==> src/rtl/universal_shift_reg_param.sv <==
// universal_shift_reg_param
//   Parameterised universal shift register with a saturating shift-operation
//   counter and a registered all-zero flag.
//
//   Parameters
//     WIDTH  register width in bits (2..64)
//     CNT_W  width of the shift-operation counter
//
//   Ports
//     clk        clock, all state updates on the rising edge
//     reset_n    synchronous active-low reset
//     en         operation enable; low holds all state
//     sel        mode select:
//                  000 hold        001 shift right   010 shift left
//                  011 load        100 rotate right  101 rotate left
//                  110 arith. shift right            111 clear
//     ser_in_r   serial bit entering the MSB on shift right
//     ser_in_l   serial bit entering the LSB on shift left
//     data_in    parallel load word
//     data_out   register contents
//     ser_out_r  data_out[0]
//     ser_out_l  data_out[WIDTH-1]
//     shift_cnt  shifts since the last load/clear, saturating at all-ones
//     zero       registered flag, high when data_out is all zeros
//
//   Configuration
//     USR_ROTATE_EN  when defined, enables rotate modes 100/101; otherwise
//                    those encodings behave as hold.
module universal_shift_reg_param #(
  parameter int unsigned WIDTH = 8,
  parameter int unsigned CNT_W = 8
) (
  input  logic             clk,
  input  logic             reset_n,
  input  logic             en,
  input  logic [2:0]       sel,
  input  logic             ser_in_r,
  input  logic             ser_in_l,
  input  logic [WIDTH-1:0] data_in,
  output logic [WIDTH-1:0] data_out,
  output logic             ser_out_r,
  output logic             ser_out_l,
  output logic [CNT_W-1:0] shift_cnt,
  output logic             zero
);

  localparam logic [2:0] SEL_SHR   = 3'b001;
  localparam logic [2:0] SEL_SHL   = 3'b010;
  localparam logic [2:0] SEL_LOAD  = 3'b011;
  localparam logic [2:0] SEL_ROR   = 3'b100;
  localparam logic [2:0] SEL_ROL   = 3'b101;
  localparam logic [2:0] SEL_ASR   = 3'b110;
  localparam logic [2:0] SEL_CLEAR = 3'b111;

  logic [WIDTH-1:0] data_next;
  logic [CNT_W-1:0] cnt_next;
  logic             shift_op;
  logic             cnt_clr;

  // Hold (000), unknown sel and, without rotate support, 100/101 all fall
  // through to the default: data unchanged, counter unchanged.
  always_comb begin
    data_next = data_out;
    shift_op  = 1'b0;
    cnt_clr   = 1'b0;
    case (sel)
      SEL_SHR: begin
        data_next = {ser_in_r, data_out[WIDTH-1:1]};
        shift_op  = 1'b1;
      end
      SEL_SHL: begin
        data_next = {data_out[WIDTH-2:0], ser_in_l};
        shift_op  = 1'b1;
      end
      SEL_LOAD: begin
        data_next = data_in;
        cnt_clr   = 1'b1;
      end
`ifdef USR_ROTATE_EN
      SEL_ROR: begin
        data_next = {data_out[0], data_out[WIDTH-1:1]};
        shift_op  = 1'b1;
      end
      SEL_ROL: begin
        data_next = {data_out[WIDTH-2:0], data_out[WIDTH-1]};
        shift_op  = 1'b1;
      end
`endif
      SEL_ASR: begin
        data_next = {data_out[WIDTH-1], data_out[WIDTH-1:1]};
        shift_op  = 1'b1;
      end
      SEL_CLEAR: begin
        data_next = '0;
        cnt_clr   = 1'b1;
      end
      default: ;
    endcase
  end

  // Counter saturates at all-ones rather than wrapping.
  always_comb begin
    cnt_next = shift_cnt;
    if (cnt_clr)
      cnt_next = '0;
    else if (shift_op && (shift_cnt != '1))
      cnt_next = shift_cnt + CNT_W'(1);
  end

  always_ff @(posedge clk) begin
    if (!reset_n) begin
      data_out  <= '0;
      shift_cnt <= '0;
      zero      <= 1'b1;
    end else if (en) begin
      data_out  <= data_next;
      shift_cnt <= cnt_next;
      // Flag derived from the next-state word so it tracks data_out exactly.
      zero      <= (data_next == '0);
    end
  end

  assign ser_out_r = data_out[0];
  assign ser_out_l = data_out[WIDTH-1];

endmodule

==> config.mk <==
export PLATFORM = sky130hd
export DESIGN_NAME = universal_shift_reg_param
export DESIGN_NICKNAME = d
export VERILOG_FILES = /design/src/rtl/universal_shift_reg_param.sv
export SDC_FILE = /design/constraint.sdc
export NUM_CORES = 1
export LEC_CHECK = 0
export BUFFER_PORTS_ARGS = -buffer_cell sky130_fd_sc_hd__buf_2
export CORE_ASPECT_RATIO = 1.25
export CORE_MARGIN = 4
export CORE_UTILIZATION = 50
export DETAILED_ROUTE_END_ITERATION = 6
export GPL_TIMING_DRIVEN = 0
export PLACE_DENSITY_LB_ADDON = 0.08
export SETUP_SLACK_MARGIN = 0.02
export SLEW_MARGIN = 10
export SYNTH_ARGS = -nofsm -noshare
export SYNTH_HDL_FRONTEND = slang
export SYNTH_SLANG_ARGS = --single-unit
==> constraint.sdc <==
create_clock -name clk -period 2.61 [get_ports clk]
set_clock_uncertainty 0.2 [all_clocks]
set_input_delay 0.261 -clock clk [delete_from_list [all_inputs] [get_ports clk]]
set_output_delay 0.261 -clock clk [all_outputs]
set_load 0.01 [all_outputs]
==> summary.txt, run 1 <==
Floorplanning
  – Row Count: 19
  – DIE AREA: 0.00318 mm2
  – CORE AREA: 0.00221 mm2
  – I/O pins: 35
  – Die Span Y: 62.0 um
  – Die W: 51.2 um
  – Initial Util: 52.8%

Global route
  – GRT overflow: 0
  – Largest net degree at the start of global routing: 11
  – Global-route wire length before repair: 5130 um
  – Initial antenna violation count: 0
  – Vias in the first global route: 1189
  – GRT Overall Usage: 21.0%

Clock network
  – Post-cts resize count: 0
  – CTS root buf: clkbuf_4
  – Clock sinks: 17
  – Number of H-tree levels: 1
  – CTS tree: yes
  – CTS hold repair buffers: 0
  – Worst-path clk slew: 0.11 ns
  – Worst-skew pair later-pin latency: 0.29 ns
  – Clk buf depth: 2
  – Total CTS buffers: 3
  – Postcts setup bufs: 0

Placed design
  – GPL Wtd Cong: 0.888
  – Cell total after placement: 205
  – Placed inst area: 0.00138 mm2
  – DP Worst Slack: 0.597 ns
  – IO buf count: 34
  – HPWL after DPL: 2440 um

Final layout
  – ANT cells: 0
  – Final cell count without fillers: 209
  – Final core utilization: 63.5%
  – P&R area growth vs syn: 20.3%
  – Nets: 196
  – Final instance area: 0.00140 mm2
  – Layout cell share with drive strength beyond 1: 31.5%

Worst setup path
  – Critical Path Fanout Max: 10
  – Critical path cell sequence: ha_1 -> and3_1 -> and4_4 -> buf_6 -> or4_1 -> a21oi_1
  – Worst setup EP type: flip-flop
  – Reg2Reg Setup Slack: 0.56 ns
  – Required time worst endpoint: 2.64 ns
  – Critical-path top delay cell: or4_1
  – Reg2reg path depth: 6
  – Reg2reg start: shift_cnt[0]
  – Critical path launch point: shift_cnt[0]
  – Slowest stage delay, CP: 0.47 ns
  – Crit path DAT: 2.08 ns
  – R2R Path End: shift_cnt[3]
  – Setup CP Type: flip-flop to flip-flop
  – CP startpoint kind: flip-flop

Yosys
  – Top_reg_cell synth: dfxtp_1
  – Mapped Cells: 140
  – Main combinational cell family by area after synthesis: simple AND/OR/NAND/NOR gates
  – Synth Area in Compound Gates: 26.0%
  – Asr flop ratio synth: 0%
  – Synthesized area per cell: 8.34 um2
  – Post-Syn Area: 0.00117 mm2
  – Mux contribution to synthesized area: 6.65%
  – Simple-Gate Fraction of Synth Area: 30.5%
  – Yosys warning count: 0
  – Synth Area in Adders: 1.07%
  – Syn nets: 157
  – Number of synthesized register bits: 17
  – Yosys cell types: 44
  – Xor/xnor share of the synthesized area: 0%
  – Post-synth EDFFs: 0
  – Post-synthesis sequential area ratio: 29.2%

Power
  – Int Pwr: 0.396 mW
  – Clock share of power: 25.1%
  – Flop pwr share: 50.1%
  – Switching pwr: 0.181 mW
  – Pwr dens: 411 mW/mm2
  – Final Power: 0.578 mW
  – Pleak: 0.595 nW
  – Logic gate share of total power: 24.8%
  – Sw frac: 31.4%
  – Maximum vdd ir drop: 0.000343 V

Worst hold path
  – Hold Startpoint: reset_n
  – Hold Crit Depth: 3
  – Hold Path Sink: zero
  – Hold crit path type: input pin to flip-flop

STA
  – Tcrit/Tclk final: 78.6%
  – WHS: 0.0546 ns
  – Max Freq: 0.487 GHz
  – Endpoints failing setup: 0
  – Headroom to the max-slew limit: 64.6%
  – Slew @ Worst Pin: 0.530 ns
  – Fin worst setup slack: 0.558 ns
  – Fin. max-slew vios: 0
  – Post-route minimum period: 2.05 ns
  – Setup TNS: 0 ns
  – Fin. Hold Viols: 0
  – RSZ-0062 raised after global routing: no

Detailed routing
  – Iter 0 DRT Violations: 23
  – First drt pass iteration count: 4
  – Vias/cell: 5.97
  – DR DRC count: 0
  – DR vias: 1247
  – Antenna-violating nets left: 0
  – Post-Route WL: 3190 um
  – Drt wl/cell: 15.3 um

Status
  – Status: complete, no violations

Job
  – Max-Cap Viols: 0
## metal layers
metal	global-route usage (%)	routed length (um)	vias to the layer above	share of wire [%]
li1	-	-	618	-
met1	22.6	1320	586	41
met2	42.2	1670	39	52
met3	2.86	165	4	5.2
met4	7.12	36	0	1.1
met5	0	0	-	0
## worst max-delay path: cells and delay by family, from the launching register on
| kind | cells | cell delay (ns) |
|---|---|---|
| DFF | 1 | 0.37 |
| and+or+nand+nor | 3 | 0.88 |
| adders and majority gates | 1 | 0.27 |
| AOI/OAI and AO/OA | 1 | 0.15 |
| buffers and inverters | 1 | 0.13 |
## Yosys cell counts, types with 4 or more instances
cell type | number | area, um2
or4_1 | 4 | 30.0
o31ai_1 | 5 | 37.5
nand2_1 | 7 | 26.3
nor2_1 | 13 | 48.8
mux2_2 | 6 | 67.6
dfxtp_1 | 17 | 340
nand3_1 | 5 | 25.0
o21ai_0 | 5 | 25.0
buf_2 | 4 | 20.0
a21oi_1 | 9 | 45.0
nor3b_1 | 8 | 60.1
a221oi_1 | 6 | 52.6
## registers in the layout, summed over array words and instances (netlist names)
register and count:
zero 1, data_out 8, shift_cnt 8
## cell type report
type	count	area (um2)
fillers	202	807
multi-input cells	110	751
flip-flops and latches	17	340
repair buffers	34	170
plain buffers	10	65.1
well taps	31	38.8
clock buffers	3	22.5
inverters	3	11.3
clock inverters	1	5.00
## power groups by stage
stage | registers, mW | logic [mW] | clock network [mW]
floorplan | 0.296 | 0.0891 | 0
global placement | 0.294 | 0.141 | 0
CTS | 0.289 | 0.143 | 0.146
finish | 0.289 | 0.144 | 0.145
global route | 0.291 | 0.158 | 0.160
detailed placement | 0.295 | 0.143 | 0
## logic make-up (layout without fill, tap and decap cells)
group,Yosys count,after routing
simple gates,60,60
fa+ha+maj,1,1
compound gates,42,42
flops,17,17
mux,7,7
buf+inv,13,51
## worst max path at each step
stage | end | slack [ns] | cells after the start
2_1_floorplan | shift_cnt[3] | 0.68 | 6
3_3_place_gp | shift_cnt[3] | 0.60 | 6
3_5_place_dp | shift_cnt[3] | 0.60 | 6
4_1_cts | shift_cnt[3] | 0.55 | 6
5_1_grt | shift_cnt[3] | 0.48 | 6
6_report | shift_cnt[3] | 0.56 | 6
## cells in the final DEF (no fill, tap or decap), types with 2 or more instances in the layout
master / count
nor3b_1: 8
clkbuf_4: 3
buf_2: 38
buf_6: 2
or4_1: 4
clkbuf_1: 2
buf_4: 2
o41ai_1: 3
a2bb2oi_1: 2
mux2_2: 6
nand3_1: 5
dfxtp_1: 17
a211oi_1: 2
nand2_1: 7
nor4_1: 2
inv_1: 3
a21boi_0: 2
o31ai_1: 5
o21ai_0: 5
nor3_1: 2
and3_1: 2
a221oi_1: 6
or4b_1: 2
nor2_1: 13
and2_1: 2
a21oi_1: 9
or3_1: 3
nand2b_1: 3
No activity file was read; power rests on OpenSTA's default activity.
==> inputs of run 2 (changes only) <==
ABC_AREA = 1   (was unset)
CORE_UTILIZATION = 45   (was 50)
clock period = 1.8 ns   (was 2.61 ns; I/O delays follow)
==> summary.txt, run 2 <==
Yosys
  – Syn nets: 205 (+31%)
  – Post-Syn Area: 0.00114 mm2 (-2.1%)
  – Synth area leader: dfxtp_1
  – Synth area leaders: dfxtp_1, nand2_1, nor2_1, nand3_1, inv_1
  – Yosys cell types: 22 (-50%)
  – Yosys warning count: 0 (unchanged)
  – Post-synthesis sequential area ratio: 29.8% (+0.64 points)
  – Post-synth top area share: 29.8% (+0.64 points)
  – Number of synthesized register bits: 17 (unchanged)
  – Top_reg_cell synth: dfxtp_1
  – Synthesized area per cell: 6.08 um2 (-27%)
  – Post-synth top cells: nand2_1, nor2_1, inv_1
  – Asr flop ratio synth: 0% (unchanged)
  – Mapped Cells: 188 (+34%)
  – Post-synth EDFFs: 0 (unchanged)

Global route
  – Met2 global-route usage: 37.6% (-4.6 points)
  – Vias in the first global route: 1218 (+2.4%)
  – Largest net degree at the start of global routing: 11 (unchanged)
  – GR Util met1: 20.5% (-2.1 points)
  – Most Crowded Layer GR: met2
  – Met3 track demand over resource: 2.10% (-0.77 points)
  – Initial antenna violation count: 0 (unchanged)
  – Global-route wire length before repair: 5060 um (-1.2%)
  – GRT Overall Usage: 19.3% (-1.7 points)
  – GRT overflow: 0 (unchanged)

Worst setup path
  – Critical-path top delay cell: dfxtp_2
  – Reg2reg start: shift_cnt[1]
  – Worst setup EP type: flip-flop
  – Slowest stage delay, CP: 0.39 ns (-0.08 ns)
  – Required time worst endpoint: 1.80 ns (-0.84 ns)
  – Reg2reg path depth: 10 (+4)
  – Setup CP Type: flip-flop to flip-flop
  – Crit path DAT: 1.67 ns (-0.41 ns)
  – Reg2Reg Setup Slack: 0.13 ns (-0.42 ns)
  – R2R Path End: shift_cnt[5]
  – Critical path cell sequence: ha_4 -> nand2_2 -> nor3_4 -> nand3_2 -> nand2_4 -> inv_4 -> nand2_2 -> nand2_1 -> nand2_1 -> nor2_1
  – CP startpoint kind: flip-flop
  – Critical Path Fanout Max: 7 (-3)

Detailed routing
  – Iter 0 DRT Violations: 42 (+83%)
  – First drt pass iteration count: 4 (unchanged)
  – DR vias: 1301 (+4.3%)
  – Antenna-violating nets left: 0 (unchanged)
  – Vias/cell: 4.97 (-17%)
  – DR DRC count: 0 (unchanged)
  – Drt wl/cell: 11.6 um (-24%)
  – Post-Route WL: 3040 um (-4.6%)

STA
  – Tcrit/Tclk final: 92.5% (+14 points)
  – WHS: 0.0215 ns (-0.0331 ns)
  – RSZ-0062 raised after global routing: no
  – Slew @ Worst Pin: 0.488 ns (-0.0425 ns)
  – Setup TNS: 0 ns (unchanged)
  – Fin worst setup slack: 0.135 ns (-0.423 ns)
  – Post-route minimum period: 1.67 ns (-0.387 ns)
  – Fin. max-slew vios: 0 (unchanged)
  – Headroom to the max-slew limit: 67.5% (+2.9 points)
  – Fin. Hold Viols: 0 (unchanged)
  – Max Freq: 0.600 GHz (+23%)
  – Endpoints failing setup: 0 (unchanged)

Worst hold path
  – Hold crit path type: input pin to flip-flop
  – Hold Startpoint: en
  – Hold Crit Depth: 4 (+1)
  – Hold Path Sink: zero

Final layout
  – Layout cell share with drive strength beyond 1: 27.5% (-3.9 points)
  – Most frequent cells in the layout: nor2_1, nand2_1, buf_2, inv_1, nand3_1
  – P&R area growth vs syn: 26.0%
  – Most common cell after layout, fill and taps aside: nor2_1
  – Final instance area: 0.00144 mm2 (+2.5%)
  – Final core utilization: 59.3% (-4.2 points)
  – Largest regs: data_out x8, shift_cnt x8, zero x1
  – Final cell count without fillers: 262 (+25%)
  – ANT cells: 0 (unchanged)
  – Register area: 345 um2 (+1.5%)
  – Multi-input logic area: 673 um2 (-10%)
  – Layout filler cell count: 271 (+34%)
  – Nets: 247 (+26%)

Power
  – Final Power: 0.820 mW (+42%)
  – Pwr dens: 570 mW/mm2 (+39%)
  – Pleak: 0.781 nW (+31%)
  – Maximum vdd ir drop: 0.000403 V (+18%)

Job
  – Max-Cap Viols: 0 (unchanged)

Clock network
  – Clock sinks: 17 (unchanged)
  – Number of H-tree levels: 1 (unchanged)
  – Total CTS buffers: 3 (unchanged)
  – Clk buf depth: 2 (unchanged)
  – CTS tree: yes
  – Worst-path clk slew: 0.11 ns (about the same)
  – CTS root buf: clkbuf_4
  – Worst-skew pair later-pin latency: 0.29 ns (about the same)

Floorplanning
  – Die Span Y: 64.3 um (+3.7%)
  – DIE AREA: 0.00341 mm2 (+7.5%)
  – CORE AREA: 0.00243 mm2 (+9.8%)
  – I/O pins: 35 (unchanged)
  – Die W: 53.1 um (+3.6%)
  – Initial Util: 47.1% (-5.7 points)
  – Row Count: 20 (+1)

Placed design
  – IO buf count: 33 (-2.9%)
  – DP Worst Slack: 0.0665 ns (-0.530 ns)
  – Cell total after placement: 254 (+24%)
  – GPL Wtd Cong: 0.897 (+0.98%)
  – HPWL after DPL: 2310 um (-5.3%)
  – Placed inst area: 0.00135 mm2 (-2.0%)

Status
  – Status: complete, no violations
[run 2: cell count changes after synthesis, moves of 4 or more]
cell and delta:
nand2_1 +28, inv_1 +23, nor2_1 +22, nand3_1 +15
nor3b_1 -8, a21oi_1 +6, a221oi_1 -6, mux2_2 -6
nand4_1 +6, o21ai_0 +6, o31ai_1 -5, inv_2 +4
or4_1 -4
[run 2: what timing repair did]
action                                 CTS  global route
buffers inserted                         0             2
gates resized for setup                  0             8
endpoints found under the hold margin    2             0
setup endpoints to repair                0             8
hold buffers                             1             0
[run 2: critical path, delay by kind of cell (launching register included)]
family,cells,cell delay [ns]
fa+ha+maj,1,0.15
buf+inv,1,0.06
flops,1,0.39
simple gates,8,0.78
[run 2: per-layer routing]
layer / vias to the layer above / part of all wire [%] / wire (um)
met5: - / 0 / 0
met3: 2 / 3.8 / 116
met1: 593 / 39 / 1180
li1: 677 / - / -
met2: 29 / 57 / 1730
met4: 0 / 0.59 / 18
[run 2: worst max path at each step]
stage	from	endpoint	slack [ns]	cells past startpoint
2_1_floorplan	shift_cnt[0]	shift_cnt[5]	0.17	10
3_5_place_dp	shift_cnt[0]	shift_cnt[5]	0.07	10
3_3_place_gp	shift_cnt[0]	shift_cnt[5]	0.1	10
6_report	shift_cnt[1]	shift_cnt[5]	0.13	10
4_1_cts	shift_cnt[0]	shift_cnt[5]	0.06	10
5_1_grt	shift_cnt[1]	shift_cnt[5]	0.01	10
[run 2: report_power, final]
part           switching [mW]  total, mW  leakage [nW]  internal (mW)
combinational           0.121      0.198         0.623         0.0775
sequential             0.0163      0.410         0.140          0.394
clock                   0.129      0.212        0.0177         0.0827
[run 2: logic make-up after synthesis]
group | count (synthesis) | share of synthesized area (%)
AND/OR/NAND/NOR | 105 | 42.1
buffers and inverters | 37 | 14.1
AO/OA/AOI/OAI | 26 | 11.4
flip-flops | 17 | 29.8
XOR/XNOR | 2 | 1.53
adder cells (fa/ha/maj) | 1 | 1.10
[run 2: final cells by class]
cell class,instances,share of cell area [%]
clock inverter,1,0.348
sequential,17,24.0
buffer,6,2.96
timing repair buffer,36,13.2
tap,33,2.87
clock buffer,3,1.57
multi-input combinational,135,46.8
inverter,31,8.26
